===== src/rtl/irq_req_pkg.sv =====
`default_nettype none
// +----------------------------------------------------------------------------+
// | irq_req_pkg : shared channel state type and default sizing constants        |
// | Revision    : 1.0                                                           |
// +----------------------------------------------------------------------------+
package irq_req_pkg;

  localparam int NCH     = 16;
  localparam int CNT_W   = 2;
  localparam int TIMEOUT = 1024;

  typedef enum logic [1:0] {
    IDLE     = 2'd0,
    ASSERT   = 2'd1,
    WAIT_LOW = 2'd2
  } chan_state_e;

endpackage : irq_req_pkg
`default_nettype wire


===== src/rtl/irq_req_chan.sv =====
`default_nettype none
// +----------------------------------------------------------------------------+
// | irq_req_chan : one interrupt channel (EOI sync, FSM, event count, flags)   |
// | Option       : IRQ_REQ_TIMEOUT_EN adds a bounded wait in ASSERT            |
// | Revision     : 1.0                                                         |
// +----------------------------------------------------------------------------+
module irq_req_chan #(
  parameter int CNT_W   = irq_req_pkg::CNT_W,
  parameter int TIMEOUT = irq_req_pkg::TIMEOUT
) (
  input  logic clk,
  input  logic rst,
  input  logic i_evt,
  input  logic i_mask,
  input  logic i_eoi_async,
  input  logic i_clr_err,
  output logic o_irq,
  output logic o_overflow,
  output logic o_timeout
);
  import irq_req_pkg::*;

  localparam logic [CNT_W-1:0] PEND_MAX = '1;

  if (CNT_W < 1 || TIMEOUT < 1) begin : g_param_check
    $error("irq_req_chan: CNT_W and TIMEOUT must be at least 1");
  end

  chan_state_e      r_state;
  chan_state_e      w_state_nxt;
  logic [CNT_W-1:0] r_pend;
  logic [CNT_W-1:0] w_pend_nxt;
  logic             r_sync1;
  logic             r_sync2;
  logic             r_sync3;
  logic             r_overflow;
  logic             w_eoi_rise;
  logic             w_eoi_low;
  logic             w_start;
  logic             w_ovf_set;
  logic             w_tmo_hit;

  // Two-flop synchroniser plus one history flop for edge detection.
  always_ff @(posedge clk or posedge rst) begin
    if (rst) begin
      r_sync1 <= 1'b0;
      r_sync2 <= 1'b0;
      r_sync3 <= 1'b0;
    end else begin
      r_sync1 <= i_eoi_async;
      r_sync2 <= r_sync1;
      r_sync3 <= r_sync2;
    end
  end

  assign w_eoi_rise = r_sync2 & ~r_sync3;
  assign w_eoi_low  = ~r_sync2;
  assign w_start    = (r_state == IDLE) && ((r_pend != '0) || i_evt) && !i_mask;

  always_ff @(posedge clk or posedge rst) begin
    if (rst) begin
      r_state <= IDLE;
    end else begin
      r_state <= w_state_nxt;
    end
  end

  always_comb begin
    w_state_nxt = r_state;
    unique case (r_state)
      IDLE: begin
        if (w_start) w_state_nxt = ASSERT;
      end
      ASSERT: begin
        // An acknowledge arriving on the expiry cycle is honoured, not flagged.
        if (w_eoi_rise)     w_state_nxt = WAIT_LOW;
        else if (w_tmo_hit) w_state_nxt = IDLE;
      end
      WAIT_LOW: begin
        if (w_eoi_low) w_state_nxt = IDLE;
      end
      default: w_state_nxt = IDLE;
    endcase
  end

  // The event that launches an assertion is consumed by it; otherwise it is queued.
  always_comb begin
    w_pend_nxt = r_pend;
    w_ovf_set  = 1'b0;
    if (w_start) begin
      if (!i_evt) w_pend_nxt = r_pend - 1'b1;
    end else if (i_evt) begin
      if (r_pend == PEND_MAX) w_ovf_set  = 1'b1;
      else                    w_pend_nxt = r_pend + 1'b1;
    end
  end

  always_ff @(posedge clk or posedge rst) begin
    if (rst) begin
      r_pend     <= '0;
      r_overflow <= 1'b0;
    end else begin
      r_pend     <= w_pend_nxt;
      r_overflow <= w_ovf_set | (r_overflow & ~i_clr_err);
    end
  end

`ifdef IRQ_REQ_TIMEOUT_EN
  localparam int TMO_W = (TIMEOUT < 2) ? 1 : $clog2(TIMEOUT + 1);

  logic [TMO_W-1:0] r_tmo_cnt;
  logic             r_timeout;

  // Held at zero outside ASSERT so every entry starts a fresh wait.
  always_ff @(posedge clk or posedge rst) begin
    if (rst) begin
      r_tmo_cnt <= '0;
    end else if (r_state != ASSERT) begin
      r_tmo_cnt <= '0;
    end else begin
      r_tmo_cnt <= r_tmo_cnt + 1'b1;
    end
  end

  assign w_tmo_hit = (r_state == ASSERT) && (r_tmo_cnt == TMO_W'(TIMEOUT - 1));

  always_ff @(posedge clk or posedge rst) begin
    if (rst) begin
      r_timeout <= 1'b0;
    end else begin
      r_timeout <= (w_tmo_hit & ~w_eoi_rise) | (r_timeout & ~i_clr_err);
    end
  end

  assign o_timeout = r_timeout;
`else
  assign w_tmo_hit = 1'b0;
  assign o_timeout = 1'b0;
`endif

  assign o_irq      = (r_state == ASSERT);
  assign o_overflow = r_overflow;

endmodule : irq_req_chan
`default_nettype wire


===== src/rtl/irq_requester.sv =====
`default_nettype none
// +----------------------------------------------------------------------------+
// | irq_requester : NCH independent level-interrupt requesters with EOI hshake |
// | Option        : IRQ_REQ_TIMEOUT_EN enables the per-channel EOI timeout     |
// | Revision      : 1.0                                                        |
// +----------------------------------------------------------------------------+
module irq_requester #(
  parameter int NCH     = irq_req_pkg::NCH,
  parameter int CNT_W   = irq_req_pkg::CNT_W,
  parameter int TIMEOUT = irq_req_pkg::TIMEOUT
) (
  input  logic           clk,
  input  logic           rst,
  input  logic [NCH-1:0] evt,
  input  logic [NCH-1:0] mask,
  input  logic [NCH-1:0] eoi_async,
  input  logic           clr_err,
  output logic [NCH-1:0] irq,
  output logic [NCH-1:0] overflow,
  output logic [NCH-1:0] timeout
);
  import irq_req_pkg::*;

  for (genvar gi = 0; gi < NCH; gi++) begin : g_chan
    irq_req_chan #(
      .CNT_W   (CNT_W),
      .TIMEOUT (TIMEOUT)
    ) u_chan (
      .clk         (clk),
      .rst         (rst),
      .i_evt       (evt[gi]),
      .i_mask      (mask[gi]),
      .i_eoi_async (eoi_async[gi]),
      .i_clr_err   (clr_err),
      .o_irq       (irq[gi]),
      .o_overflow  (overflow[gi]),
      .o_timeout   (timeout[gi])
    );
  end

endmodule : irq_requester
`default_nettype wire


===== config.mk =====
export PLATFORM = sky130hd
export DESIGN_NAME = irq_requester
export DESIGN_NICKNAME = d
export VERILOG_FILES = /design/src/rtl/irq_req_pkg.sv /design/src/rtl/irq_req_chan.sv /design/src/rtl/irq_requester.sv
export SDC_FILE = /design/constraint.sdc
export NUM_CORES = 1
export LEC_CHECK = 0
export ABC_CLOCK_PERIOD_IN_PS = 7650
export BUFFER_PORTS_ARGS = -buffer_cell sky130_fd_sc_hd__buf_4
export CORE_MARGIN = 2
export CORE_UTILIZATION = 45
export DETAILED_ROUTE_END_ITERATION = 10
export MAX_ROUTING_LAYER = met4
export PLACE_DENSITY = 0.67
export SLEW_MARGIN = 40
export SYNTH_ARGS = -nofsm -noshare
export SYNTH_HDL_FRONTEND = slang
export SYNTH_SLANG_ARGS = --single-unit

===== constraint.sdc =====
create_clock -name clk -period 7.65 [get_ports clk]
set_input_delay 0.3825 -clock clk [delete_from_list [all_inputs] [get_ports clk]]
set_output_delay 0.3825 -clock clk [all_outputs]
set_load 0.01 [all_outputs]

# After elaboration in Yosys (flattened, before gate mapping)
# Cells that the tools add are included.
# op_classes
mux	176
add_sub_neg	32
reduce_logical	144
eq_ne	128
bitwise_logic	65
# ops
operator	n
two-way mux 2 bit	112
!= test 2 bit, second input constant	48
one-hot mux 2 bit (3 select lines)	16
AND reduction 3 bit	32
equality test 2 bit, second input constant	32
!= test 2 x 1 -> 1 bit, second input constant	32
nonzero test 2 bit	32
two-way mux 1 bit	48
adder 2 x 1 -> 2 bit, second input constant	16
AND 1 bit	32
equality test 2 x 1 -> 1 bit, second input constant	16
logical AND 1 bit	32
logical NOT 2 bit	16
subtractor 2 x 1 -> 2 bit, second input constant	16
inverter 1 bit	17
logical NOT 1 bit	16
logical OR 1 bit	16
bitwise OR 1 bit	16
# word_totals
output_inout_bits	48
word_cells	641
input_bits	51
regBits	128

# Longest topological paths before layout
# depth
ltp_word	6
ltp_mapped	4
mapped_depth_nobuf	3

# Cells and area by module
# A second synthesis with hierarchy kept.
# hier_totals
cells_unflattened	541
area_unflattened_um2	5657.9
# by_module_without_submodules
module	area_each_um2	cells_each	seq_area_each_um2	instances
irq_req_chan at g_chan[0].u_chan ...	356.6	35	200.2	9
irq_req_chan at g_chan[4].u_chan ...	350.3	32	200.2	6
irq_req_chan at g_chan[3].u_chan	346.6	34	200.2	1

# Worst setup path after synthesis
# Ideal clock, no wire load.
# synth_timing
kind	flip-flop to flip-flop
from	register g_chan[3].u_chan.r_state[1]
to	register g_chan[3].u_chan.r_pend[0]
setup_ns	0.126
required_time_ns	7.524
setup_slack_ns	6.174
arrival_ns	1.350
path_buffers	0
period_less_slack_ns	1.476
stages_incl_launch_ff	4
path_cell_list	dfrtp_1 -> or4_4 -> and2_0 -> a221o_1
# synth_via
elab_chain_cells	5
word_cells_on_any_way	8
classes_between	eq/ne (2); mux (1); reduce/logical (5)
# synth_rtl
item	line	text
from (decl)	irq_req_chan.sv:29	chan_state_e r_state;
from (signal assigned)	irq_req_chan.sv:64	r_state <= w_state_nxt;
logical NOT 2 bit (*)	irq_req_chan.sv:58	assign w_start = (r_state == IDLE) && ((r_pend != '0) || i_evt) && !i_mask;
logical AND 1 bit (*) (2 in a row)	irq_req_chan.sv:58	
!= test 2 x 1 -> 1 bit (no source line), or another cell as far along	n/a	
AND reduction 3 bit (no source line)	n/a	
to (signal assigned)	irq_req_chan.sv:103	r_pend <= w_pend_nxt;
to (decl)	irq_req_chan.sv:31	logic [CNT_W-1:0] r_pend;
# Mark *: on every way between the ends. The rest lies on a longest branch, timed or not.
# A chain may end at the register's enable or synchronous reset.

# Worst setup path in the final report
# layout_timing
from	register g_chan[0].u_chan.r_state[0]
to	output irq[0]
# layout_via
elab_chain_cells	1
# layout_rtl
item	line	text
from (decl)	irq_req_chan.sv:29	
from (signal assigned)	irq_req_chan.sv:64	
equality test 2 x 1 -> 1 bit	irq_req_chan.sv:141	assign o_irq = (r_state == ASSERT);
to (decl)	irq_requester.sv:18	output logic [NCH-1:0] irq,
# No other way between the ends.

==> reports/qor.yml <==
cells_and_area:
  n_antenna_cell: 0
  drive_above_1_share_pct: 19.2
  final_cell_mix: "dfrtp_1, buf_4, a21oi_1"
  multiInputGateArea_um2: 1880
  area_growth_pct: 19.2
  nNetsFinal: 638
  fillers: 1058
  regArea_um2: 3200
  layout_commonest_cell: "dfrtp_1"
power:
  pwr-share-clk_pct: 34.4
  p_leak_nw: 2.89
  switching_share_pct: 29.2
  power.switching_uw: 644
  power_frac_seq_pct: 44.2
  p_per_area_nw_per_um2: 335
  pwr-share-comb_pct: 21.5
  ir_worst_vdd_mv: 0.179
  p_int_mw: 1.56
routing:
  vias_per_cell: 5.10
  wire_per_inst_um: 12.9
  vias: 3796
  ant_nets: 0
  drt-total-wl_um: 9600
  post-route-drc-count: 0
  initialDrtViolationCount: 204
  first_pass_iters: 4
cts:
  worstSkewPairLatency_ps: 410
  cts_resized: 0
  cts_max_level: 4
  numCtsBuffers: 17
  ctsHoldBuffers: 0
  cts_tree: "done"
  cts_buffer_depth: 2
  clkTransAtPathRegs_ps: 50
  cts-root-buf: "clkbuf_16"
  clock_sinks: 128
  post_cts.repair.setup_buffers: 0
worst_setup_path:
  path_cells: "nor2b_1 > buf_4"
  cp-start-kind: "flop"
  worstPathRequired_ps: 7270
  startpoint: "g_chan[0].u_chan.r_state[0]"
  reg2reg_to: "g_chan[3].u_chan.r_pend[0]"
  slowest_delay_ps: 420
  critPathCapture: "irq[0]"
  reg2reg_depth: 3
  crit_arrival_ps: 1240
  slowest_stage: "dfrtp_1"
  path_depth: 2
  crit_type: "reg -> out"
  end_kind: "output pin"
  r2r_slack_ps: 6130
  critical-path-top-delay-family: "flip-flops"
  path_max_fanout: 7
  rr_startpoint: "g_chan[3].u_chan.r_state[1]"
  critical_path_buf_inv_count: 1
yosys:
  yosysTopAreaCell: "dfrtp_1"
  synth_top_area_share_pct: 57.9
  synth_cell_types: 37
  synth_cells: 522
  syn-cell-area_um2: 5540
  syn_avg_cell_area_um2: 10.6
  yosysWarnings: 0
  ys_top_cells_by_area: "dfrtp_1, buf_4, a21oi_1"
  yosysSeqAreaShare_pct: 57.9
  yosys_register_bits: 128
grt:
  grt_max_degree: 76
  grt_pass1_wl_um: 16100
  gr-total-overflow: 0
  grt.total_usage_pct: 16.4
  grt_pass1_vias: 3579
  antenna_found_initial: 0
floorplanning:
  core_area_um2: 12000
  die_h_um: 115
  dieArea_um2: 13200
  row_count: 40
  num_io_pins: 99
  initial_utilization_pct: 46.1
  die_w_um: 115
sta:
  report.final.slew_viol_count: 0
  clock_skew_ps: 7.82
  final_hold_viol_count: 0
  worst_slew_pin_slew_ps: 651
  period_needed_ps: 1630
  rsz0062_at_grt: "false"
  setup-tns-final_ps: 0
  relSlewSlack_pct: 56.6
  timing.final.setup_violations: 0
  whs_ps: 74.3
  final_min_period_over_clock_period_pct: 21.3
  clock.fmax_ghz: 0.615
run_status:
  status: "completed"
placement:
  hpwl_um: 6640
  gp_routability_congestion: 0.777
  port_buffers: 82
job:
  maxCapViolations: 0
min_path:
  hp-class: "in -> async"
-- through the flow --
step | utilization, % | setup slack (ps) | instance area [um^2] | total power [mW] | instances
after floorplan | - | 3850 | 5590 | 1.35 | 537
after global placement | 50.2 | 5700 | 6030 | 1.44 | 715
after detailed placement | 50.2 | 5980 | 6030 | 1.46 | 715
after CTS | 54.9 | 5980 | 6600 | 2.24 | 745
after global routing | 54.9 | 5950 | 6600 | 2.36 | 745
final | 54.9 | 6020 | 6600 | 2.21 | 745
-- kinds of logic after synthesis --
| family | synth area share, % |
|---|---|
| compound gates | 15.3 |
| xor+xnor | 0.158 |
| buf+inv | 9.22 |
| flops | 57.9 |
| mux | 1.83 |
| other cells | 0.0677 |
| simple gates | 15.5 |
-- synthesized netlist by cell type --
cell,instances
o21ai_0,39
and2_0,1
o21bai_1,1
nor2_1,21
dfrtp_1,128
o31ai_1,5
and2_1,5
a221oi_1,2
mux2i_1,9
or4_4,1
a31oi_1,10
or3_1,6
nand2b_1,10
nand3b_1,8
nand2_1,8
o22ai_1,12
a221o_1,1
or4_1,6
a2bb2oi_1,1
nand3_1,15
xnor2_1,1
buf_4,48
o31a_1,4
mux2_2,1
nor3_1,25
o221ai_1,2
conb_1,1
nor4_1,4
clkbuf_1,3
nor3b_1,8
and2b_2,2
a21oi_1,45
buf_1,1
o21a_1,17
nor2b_1,31
inv_1,36
a211oi_1,4
-- per-layer routing --
| layer | share of wire, % | track usage, % | wire length [um] | vias to the layer above |
|---|---|---|---|---|
| li1 | - | - | - | 1912 |
| met1 | 44 | 18.9 | 4180 | 1789 |
| met2 | 48 | 25.5 | 4630 | 84 |
| met3 | 6.8 | 6.85 | 654 | 11 |
| met4 | 1.3 | 6.51 | 126 | 0 |
| met5 | 0 | - | 0 | - |
-- sequential cells by signal (all words and copies together), names as in the netlist --
register	count
g_chan.u_chan.r_pend	32
g_chan.u_chan.r_state	32
g_chan.u_chan.o_overflow	16
g_chan.u_chan.r_sync1	16
g_chan.u_chan.r_sync2	16
g_chan.u_chan.r_sync3	16
-- final cells by class --
class                           count  area share, %
Sequential cell                   128           48.5
Multi-Input combinational cell    321           28.5
Timing Repair Buffer               83           9.50
Clock buffer                       26           7.87
Tap cell                          147           2.79
Inverter                           36           2.09
Clock inverter                      4          0.758
-- worst reg2reg max path, cell delays in order (launching register included) --
cell,delay [ps]
dfrtp_1,410
or4_4,550
and2_0,170
a221o_1,280
-- power groups by stage --
stage	Sequential, mW	Clock [mW]	Combinational [mW]
floorplan	0.940	0	0.409
global placement	0.972	0	0.465
detailed placement	0.984	0	0.480
CTS	0.975	0.782	0.483
global route	1.01	0.814	0.539
finish	0.975	0.759	0.475
-- worst min path at each step --
stage / start / endpoint / slack, ps / cells after the start
after floorplan: g_chan[0].u_chan.r_sync1 / g_chan[0].u_chan.r_sync2 / 330 / 0
after global placement: g_chan[12].u_chan.r_sync1 / g_chan[12].u_chan.r_sync2 / 330 / 0
after detailed placement: g_chan[12].u_chan.r_sync1 / g_chan[12].u_chan.r_sync2 / 340 / 0
after CTS: eoi_async[3] / g_chan[3].u_chan.r_sync1 / 50 / 1
after global routing: eoi_async[6] / g_chan[6].u_chan.r_sync1 / 50 / 1
final: rst / g_chan[5].u_chan.r_sync3 / 70 / 2
(Power assumes the default switching activity.)
